File: src/rtl/pwm_output_stage_if.sv
// Configuration bytes from the SPI register block and the registered pin drive.
// The upstream block holds the inputs stable between writes, so there is no handshake.
interface pwm_output_stage_if;
    logic [7:0] en_reg_out_7_0;
    logic [7:0] en_reg_out_15_8;
    logic [7:0] en_reg_pwm_7_0;
    logic [7:0] en_reg_pwm_15_8;
    logic [7:0] pwm_duty_cycle;
    logic [7:0] out_7_0;
    logic [7:0] out_15_8;
    logic       period_start;

    modport master (
        output en_reg_out_7_0, en_reg_out_15_8, en_reg_pwm_7_0, en_reg_pwm_15_8, pwm_duty_cycle,
        input  out_7_0, out_15_8, period_start
    );

    modport slave (
        input  en_reg_out_7_0, en_reg_out_15_8, en_reg_pwm_7_0, en_reg_pwm_15_8, pwm_duty_cycle,
        output out_7_0, out_15_8, period_start
    );
endinterface

File: src/rtl/pwm_output_stage.sv
// 16-pin output stage: each pin off, static high or driven by a shared 8-bit PWM.
// Latency 1 clk from inputs/counter state to pins; free-running, no backpressure.
module pwm_output_stage #(
    parameter int CLK_DIV = 3000
) (
    input  logic                clk,
    input  logic                rst,
    pwm_output_stage_if.slave   bus
);
    localparam int PW = (CLK_DIV > 1) ? $clog2(CLK_DIV) : 1;
    localparam logic [PW-1:0] PRESC_MAX = PW'(CLK_DIV - 1);

    logic [PW-1:0] r_presc_cnt;
    logic [7:0]    r_pwm_cnt;
    logic [7:0]    r_duty_sh;
    logic [15:0]   r_out;
    logic          r_period_start;

    logic          w_tick;
    logic          w_wrap;
    logic          w_pwm_lvl;
    logic [15:0]   w_en_out;
    logic [15:0]   w_en_pwm;

    assign w_tick    = (r_presc_cnt == PRESC_MAX);
    assign w_wrap    = w_tick && (r_pwm_cnt == 8'hFF);
    // Full scale is forced high so 8'hFF gives no one-tick low gap per period.
    assign w_pwm_lvl = (r_duty_sh == 8'hFF) || (r_pwm_cnt < r_duty_sh);
    assign w_en_out  = {bus.en_reg_out_15_8, bus.en_reg_out_7_0};
    assign w_en_pwm  = {bus.en_reg_pwm_15_8, bus.en_reg_pwm_7_0};

    always_ff @(posedge clk) begin
        if (rst) begin
            r_presc_cnt    <= '0;
            r_pwm_cnt      <= 8'd0;
            r_duty_sh      <= 8'd0;
            r_out          <= 16'd0;
            r_period_start <= 1'b0;
        end else begin
            if (w_tick) begin
                r_presc_cnt <= '0;
                r_pwm_cnt   <= r_pwm_cnt + 8'd1;
            end else begin
                r_presc_cnt <= r_presc_cnt + PW'(1);
            end
            // Duty only moves on the wrap edge so a period never mixes two duties.
            if (w_wrap) begin
                r_duty_sh <= bus.pwm_duty_cycle;
            end
            r_period_start <= w_wrap;
            r_out          <= w_en_out & (~w_en_pwm | {16{w_pwm_lvl}});
        end
    end

    assign bus.out_7_0      = r_out[7:0];
    assign bus.out_15_8     = r_out[15:8];
    assign bus.period_start = r_period_start;
endmodule

File: src/flat_wrapper.sv
// flat-port wrapper written by rule: the top's interface ports become plain ports
module pwm_output_stage_flat 
#(
    parameter int CLK_DIV = 3000
)
  (clk, rst, bus_en_reg_out_7_0, bus_en_reg_out_15_8, bus_en_reg_pwm_7_0, bus_en_reg_pwm_15_8, bus_pwm_duty_cycle, bus_out_7_0, bus_out_15_8, bus_period_start);
  pwm_output_stage_if bus_i ();
  input  logic clk;
  input  logic rst;
  input wire logic [$bits(bus_i.en_reg_out_7_0)-1:0] bus_en_reg_out_7_0;
  input wire logic [$bits(bus_i.en_reg_out_15_8)-1:0] bus_en_reg_out_15_8;
  input wire logic [$bits(bus_i.en_reg_pwm_7_0)-1:0] bus_en_reg_pwm_7_0;
  input wire logic [$bits(bus_i.en_reg_pwm_15_8)-1:0] bus_en_reg_pwm_15_8;
  input wire logic [$bits(bus_i.pwm_duty_cycle)-1:0] bus_pwm_duty_cycle;
  output wire logic [$bits(bus_i.out_7_0)-1:0] bus_out_7_0;
  output wire logic [$bits(bus_i.out_15_8)-1:0] bus_out_15_8;
  output wire logic [$bits(bus_i.period_start)-1:0] bus_period_start;
  assign bus_i.en_reg_out_7_0 = bus_en_reg_out_7_0;
  assign bus_i.en_reg_out_15_8 = bus_en_reg_out_15_8;
  assign bus_i.en_reg_pwm_7_0 = bus_en_reg_pwm_7_0;
  assign bus_i.en_reg_pwm_15_8 = bus_en_reg_pwm_15_8;
  assign bus_i.pwm_duty_cycle = bus_pwm_duty_cycle;
  assign bus_out_7_0 = bus_i.out_7_0;
  assign bus_out_15_8 = bus_i.out_15_8;
  assign bus_period_start = bus_i.period_start;
  pwm_output_stage #(.CLK_DIV(CLK_DIV)) u_core (.clk(clk), .rst(rst), .bus(bus_i));
endmodule
File: config.mk
export PLATFORM = sky130hd
export DESIGN_NAME = pwm_output_stage_flat
export DESIGN_NICKNAME = d
export VERILOG_FILES = /design/src/rtl/pwm_output_stage_if.sv /design/src/rtl/pwm_output_stage.sv /design/src/flat_wrapper.sv
export SDC_FILE = /design/constraint.sdc
export NUM_CORES = 1
export LEC_CHECK = 0
export BUFFER_PORTS_ARGS = -buffer_cell sky130_fd_sc_hd__buf_4
export CORE_MARGIN = 2
export CORE_UTILIZATION = 30
export CTS_BUF_LIST = sky130_fd_sc_hd__clkbuf_8 sky130_fd_sc_hd__clkbuf_16
export CTS_CLUSTER_DIAMETER = 120
export CTS_CLUSTER_SIZE = 25
export DETAILED_ROUTE_END_ITERATION = 8
export GPL_TIMING_DRIVEN = 0
export PLACE_DENSITY = 0.49
export SLEW_MARGIN = 30
export SYNTH_ARGS = -nofsm -noshare
export SYNTH_HDL_FRONTEND = slang
export SYNTH_SLANG_ARGS = --single-unit
export TNS_END_PERCENT = 100
File: constraint.sdc
create_clock -name clk -period 4.9 [get_ports clk]
set_input_delay 1.225 -clock clk [delete_from_list [all_inputs] [get_ports clk]]
set_output_delay 1.225 -clock clk [all_outputs]
set_load 0.01 [all_outputs]
==> run summary, run 1 <==
status - finished, final reports clean
Synth top cells by count - 45 x dfxtp_1, 31 x a21oi_1, 18 x nand2b_1
dominant cells by area after synthesis - dfxtp_1 46%, a21oi_1 8.0%, ha_1 5.8%, nand2b_1 5.8%, xor2_1 4.1%
worst path arrival time - 2.44 ns
final wirelength - 4570 um
final setup skew - 0.00616 ns
post-CTS setup buffer count - 0
cells after synthesis - 216
DR vias - 1,698
Core Rows - 29
# diodes - 0
Pins Over Slew Limit - 0
routed len/inst - 12.7 um
GRT Total Usage - 0.135
maxcap violations - 0
first-pass GRT wire length - 7740 um
total CTS buffers - 5
worst-margin pin slew - 0.854 ns
DR vias/cell - 4.73
Nets - 332
layout cells sized above 1 - 0.252
Synth Cell Area - 1940 um^2
final setup vio count - 0
antenna violations before repair - 0
met2 wire length - 2220 um
gpl congestion - 0.742
Yosys warnings - 0
Max Clock Freq - 0.440 GHz
CP max FO - 10
Die Wd - 84.5 um
post-synth top area share - 0.464
Avg Cell Area, Syn - 8.99 um^2
Critical Path Start Type - flip-flop
area grow syn2layout - 34.1%
Mapped Nets - 267
die outline height - 84.5 um
Fill cells - 696
Worst IR Drop VDD - 0.138 mV
Root Driver - clkbuf_8
initial core utilization - 0.308
PostCTS Resize Cnt - 0
vias in the first global route - 1,660
IO Port Bufs - 58
Power Dens Cells - 275 nW/um^2
Top Layer Used - met4
Worst-path clk slew - 0.08 ns
die area - 7130 um^2
RSZ-0062 raised after global routing - no
sequential area share after synthesis - 0.464
Leak - 0.00103 uW
Final min period - 2.27 ns
CTS H-tree depth - 2
slew margin rel. - 0.426
TritonCTS clock tree - done
crit path kind - flip-flop to flip-flop
required time of the critical path - 5.07 ns
Distinct cells, synth - 33
Core ar. - 6310 um^2
fin crit share - 0.464
fraction of registers with async set/reset - 0
met1 wire length - 2130 um
CTS Sinks - 45
Final HPWL DP - 3390 um
Worst setup EP type - flip-flop
1st-pass router iterations - 4
flop and latch count out of synthesis - 45
cell with the most instances after synthesis - dfxtp_1
Clock Latency Late Sink - 0.29 ns
Final Hold Viols - 0
IO Pins - 59
hold_ws - 0.460 ns
antenna-violating nets left - 0
Synth Flop Type - dfxtp_1
met3 wire length - 170 um
Iteration-0 DRC Markers - 35
hold-fix buffers at CTS - 0
largest net degree at the start of global routing - 14
EDFF count, synth - 0
clock tree buffer depth - 2
leading area contributor after synthesis - dfxtp_1
setup TNS - 0 ns
drt drc - 0
Hold Path Class - flip-flop to flip-flop
total grt overflow - 0
==> layout by cell type (no fill, tap or decap) <==
cell        n
a2111oi_0   1
a21bo_2     1
a21o_1      1
a21oi_1    31
a41o_1      1
and2_0      1
and4_1      5
buf_1       2
buf_2       1
buf_4      58
bufinv_16   1
clkbuf_1    4
clkbuf_2    1
clkbuf_8    6
dfxtp_1    45
ha_1        9
inv_1      11
mux2i_1     1
nand2_1     6
nand2b_1   18
nand3_1    15
nand3b_1    2
nand4_1     6
nand4b_1    1
nand4bb_2   1
nor2_1     16
nor3_1      1
nor4_1      1
nor4_2      1
o21a_1      1
o21ai_0    10
o31ai_1     4
o32ai_2     1
or3_1       3
or4_1       4
xnor2_1     2
xor2_1      9
==> critical path: stages, from the launching register on <==
cell and delay, ns:
dfxtp_1 0.36, inv_1 0.06, ha_1 0.31, and4_1 0.18, o21ai_0 0.09, o32ai_2 0.59
clkbuf_1 0.43, a21oi_1 0.13
==> layout make-up <==
class	count	area [um^2]	area share
repair buffers	58	435	0.167
flip-flops and latches	45	901	0.346
well taps	77	96.3	0.0370
clock inverters	2	33.8	0.0130
inverters	10	37.5	0.0144
plain buffers	8	32.5	0.0125
clock buffers	6	82.6	0.0317
multi-input cells	153	985	0.378
==> worst paths after layout <==
path | slack (ns) | cells past startpoint | to | start
max reg2reg | 2.63 | 7 | u_core.r_out[14] | u_core.r_duty_sh[7]
max | 2.63 | 7 | u_core.r_out[14] | u_core.r_duty_sh[7]
min reg2reg | 0.46 | 1 | u_core.r_presc_cnt[0] | u_core.r_presc_cnt[0]
min | 0.46 | 1 | u_core.r_presc_cnt[0] | u_core.r_presc_cnt[0]
==> metal layers <==
layer  global-route usage  up-vias
met5                    0        -
met4               0.0476        0
met3               0.0305        5
met2                0.229       23
met1                0.168      772
li1                     -      898
==> registers in the layout (all words and copies together), names as in the netlist <==
signal	cells
u_core.r_presc_cnt	12
u_core.bus.period_start	1
u_core.r_duty_sh	8
u_core.r_pwm_cnt	8
u_core.r_out	16
==> kinds of logic (layout without fill, tap and decap cells) <==
kind of cell               Yosys count  count (layout)  synth area share
DFF                                 45              45             0.464
xor gates and xnor gates            11              11            0.0496
muxes                                1               1           0.00515
AOI/OAI and AO/OA                   51              51             0.148
and+or+nand+nor                     81              81             0.239
buffers and inverters               18              84            0.0361
adders and majority gates            9               9            0.0580
==> per-stage QoR <==
step | power, uW | worst slack, ns | utilization | cell area [um^2] | instances
floorplan | 401 | 2.92 | - | 1940 | 216
global placement | 439 | 2.30 | 0.392 | 2470 | 351
detailed placement | 439 | 2.46 | 0.394 | 2490 | 351
CTS | 731 | 2.60 | 0.412 | 2600 | 359
global route | 750 | 2.43 | 0.412 | 2600 | 359
finish | 716 | 2.63 | 0.412 | 2600 | 359
==> where the power goes <==
part,internal [uW],switching [uW]
combinational,34.0,19.2
sequential,373,3.49
clock,164,122
Power figures use the tool's default switching activity.
==> run 2, diff against run 1 <==
- clock period: 4.9 -> 2.35 ns (I/O delays scaled with it)
==> run 2 against run 1 <==
Net effect:
- register-to-register slack lost 2.4 ns
- first-iteration DRC count is 8.6% higher
- non-clock buffer count did not move
- sequential share of layout area decreased by 0.15 points
- utilization up 0.18 points
- maximum frequency rose by 4.8%
- critical path type unchanged
- critical endpoint unchanged
- largest cell class unchanged
==> run summary, run 2 (synthesis gave the netlist of run 1 again) <==
most common cell after layout, fill and taps aside - buf_4
R2R setup slack - 0.18 ns
layout cells sized above 1 - 0.252
Clk pwr share - 0.400
CTS H-tree depth - 2
die outline height - 84.5 um
drt drc - 0
met1 wire length - 2130 um
Top Layer Used - met4
Die Wd - 84.5 um
Root Driver - clkbuf_8
Hold Path Class - primary input to flip-flop
CP max stage delay - 0.46 ns
Pins Over Slew Limit - 0
flip-flop count of the largest register after layout - 16
largest net degree at the start of global routing - 14
maxcap violations - 0
Power Dens Cells - 571 nW/um^2
required time of the critical path - 2.52 ns
DR vias/cell - 4.72
die area - 7130 um^2
RSZ-0062 raised after global routing - no
Nets - 332
met3 wire length - 167 um
Seq. cell area - 901 um^2
status - finished, final reports clean
Worst IR Drop VDD - 0.288 mV
multi-input logic area - 996 um^2
Leak - 0.00103 uW
Final min period - 2.17 ns
DR vias - 1,695
Iteration-0 DRC Markers - 38
placed insts - 351
final wirelength - 4570 um
Worst setup EP type - flip-flop
Most flops, register - u_core.r_out
CP cell instances - inv_1 -> ha_1 -> and4_1 -> o21ai_0 -> o32ai_4 -> clkbuf_1 -> a21oi_1
area grow syn2layout - 34.7%
Critical Path Start Type - flip-flop
commonest non-fill, non-tap cells in the layout - 58 x buf_4, 45 x dfxtp_1, 31 x a21oi_1, 18 x nand2b_1, 16 x nor2_1
worst-margin pin slew - 0.856 ns
routed len/inst - 12.7 um
TritonCTS clock tree - done
GRT Total Usage - 0.135
1st-pass router iterations - 4
Core Rows - 29
Critical path buffers and inverters - 2
Core ar. - 6310 um^2
Worst-path clk slew - 0.08 ns
crit path kind - flip-flop to flip-flop
CP max FO - 10
gpl congestion - 0.742
total CTS buffers - 5
CTS Sinks - 45
first-pass GRT wire length - 7740 um
post-CTS setup buffer count - 0
final setup skew - 0.00556 ns
antenna-violating nets left - 0
slew margin rel. - 0.425
worst path arrival time - 2.33 ns
Sw Ratio - 0.202
fin crit share - 0.922
Seq pwr share - 0.526
top flop regs - u_core.r_out (16), u_core.r_presc_cnt (12)
# diodes - 0
Crit path max-delay family - compound AO/OA/AOI/OAI gates
Final HPWL DP - 3390 um
clock tree buffer depth - 2
crit path max-delay cell type - o32ai_4
Fill cells - 696
Sw Pwr - 302 uW
PostCTS Resize Cnt - 0
Combinational Power Share - 0.074
initial core utilization - 0.308
IO Port Bufs - 58
IO Pins - 59
Internal - 1190 uW
total grt overflow - 0
final setup vio count - 0
setup TNS - 0 ns
met2 wire length - 2230 um
vias in the first global route - 1,660
Post-Layout Cell Count - 359
hold-fix buffers at CTS - 0
Final Hold Viols - 0
antenna violations before repair - 0
Clock Latency Late Sink - 0.29 ns
Max Clock Freq - 0.461 GHz
-- run 2: through the flow --
| step | setup WS [ns] | hold slack [ns] | instance area (um^2) | util | power [uW] |
|---|---|---|---|---|---|
| finish | 0.183 | 0.453 | 2620 | 0.414 | 1490 |
| floorplan | 0.367 | 0.426 | 1940 | - | 837 |
| global placement | -0.253 | 0.445 | 2470 | 0.392 | 914 |
| detailed placement | 0.0605 | 0.443 | 2490 | 0.394 | 915 |
| CTS | 0.0464 | 0.439 | 2600 | 0.412 | 1530 |
| global route | 0.0112 | 0.433 | 2620 | 0.414 | 1560 |
-- run 2: metal layers --
layer	vias to the layer above	GRT usage
met5	-	0
met2	21	0.229
li1	898	-
met1	771	0.168
met4	0	0.0476
met3	5	0.0305
-- run 2: power groups by stage --
stage | logic (uW) | registers [uW] | clock network, uW
after floorplan | 29.5 | 807 | 0
after global placement | 112 | 802 | 0
after detailed placement | 113 | 802 | 0
after CTS | 113 | 785 | 628
after global routing | 122 | 787 | 655
final | 111 | 784 | 597
-- run 2: layout make-up --
class	count	area share
Clock inverter	2	0.0129
Tap cell	77	0.0368
Sequential cell	45	0.344
Inverter	10	0.0144
Multi-Input combinational cell	153	0.381
Clock buffer	6	0.0316
Timing Repair Buffer	58	0.167
Buffer	8	0.0124
-- run 2: final timing paths --
kind / to / from / depth (start not counted)
max reg2reg: u_core.r_out[14] / u_core.r_duty_sh[7] / 7
min: u_core.r_out[8] / bus_en_reg_pwm_15_8[0] / 2
max: u_core.r_out[14] / u_core.r_duty_sh[7] / 7
min reg2reg: u_core.r_presc_cnt[0] / u_core.r_presc_cnt[0] / 1
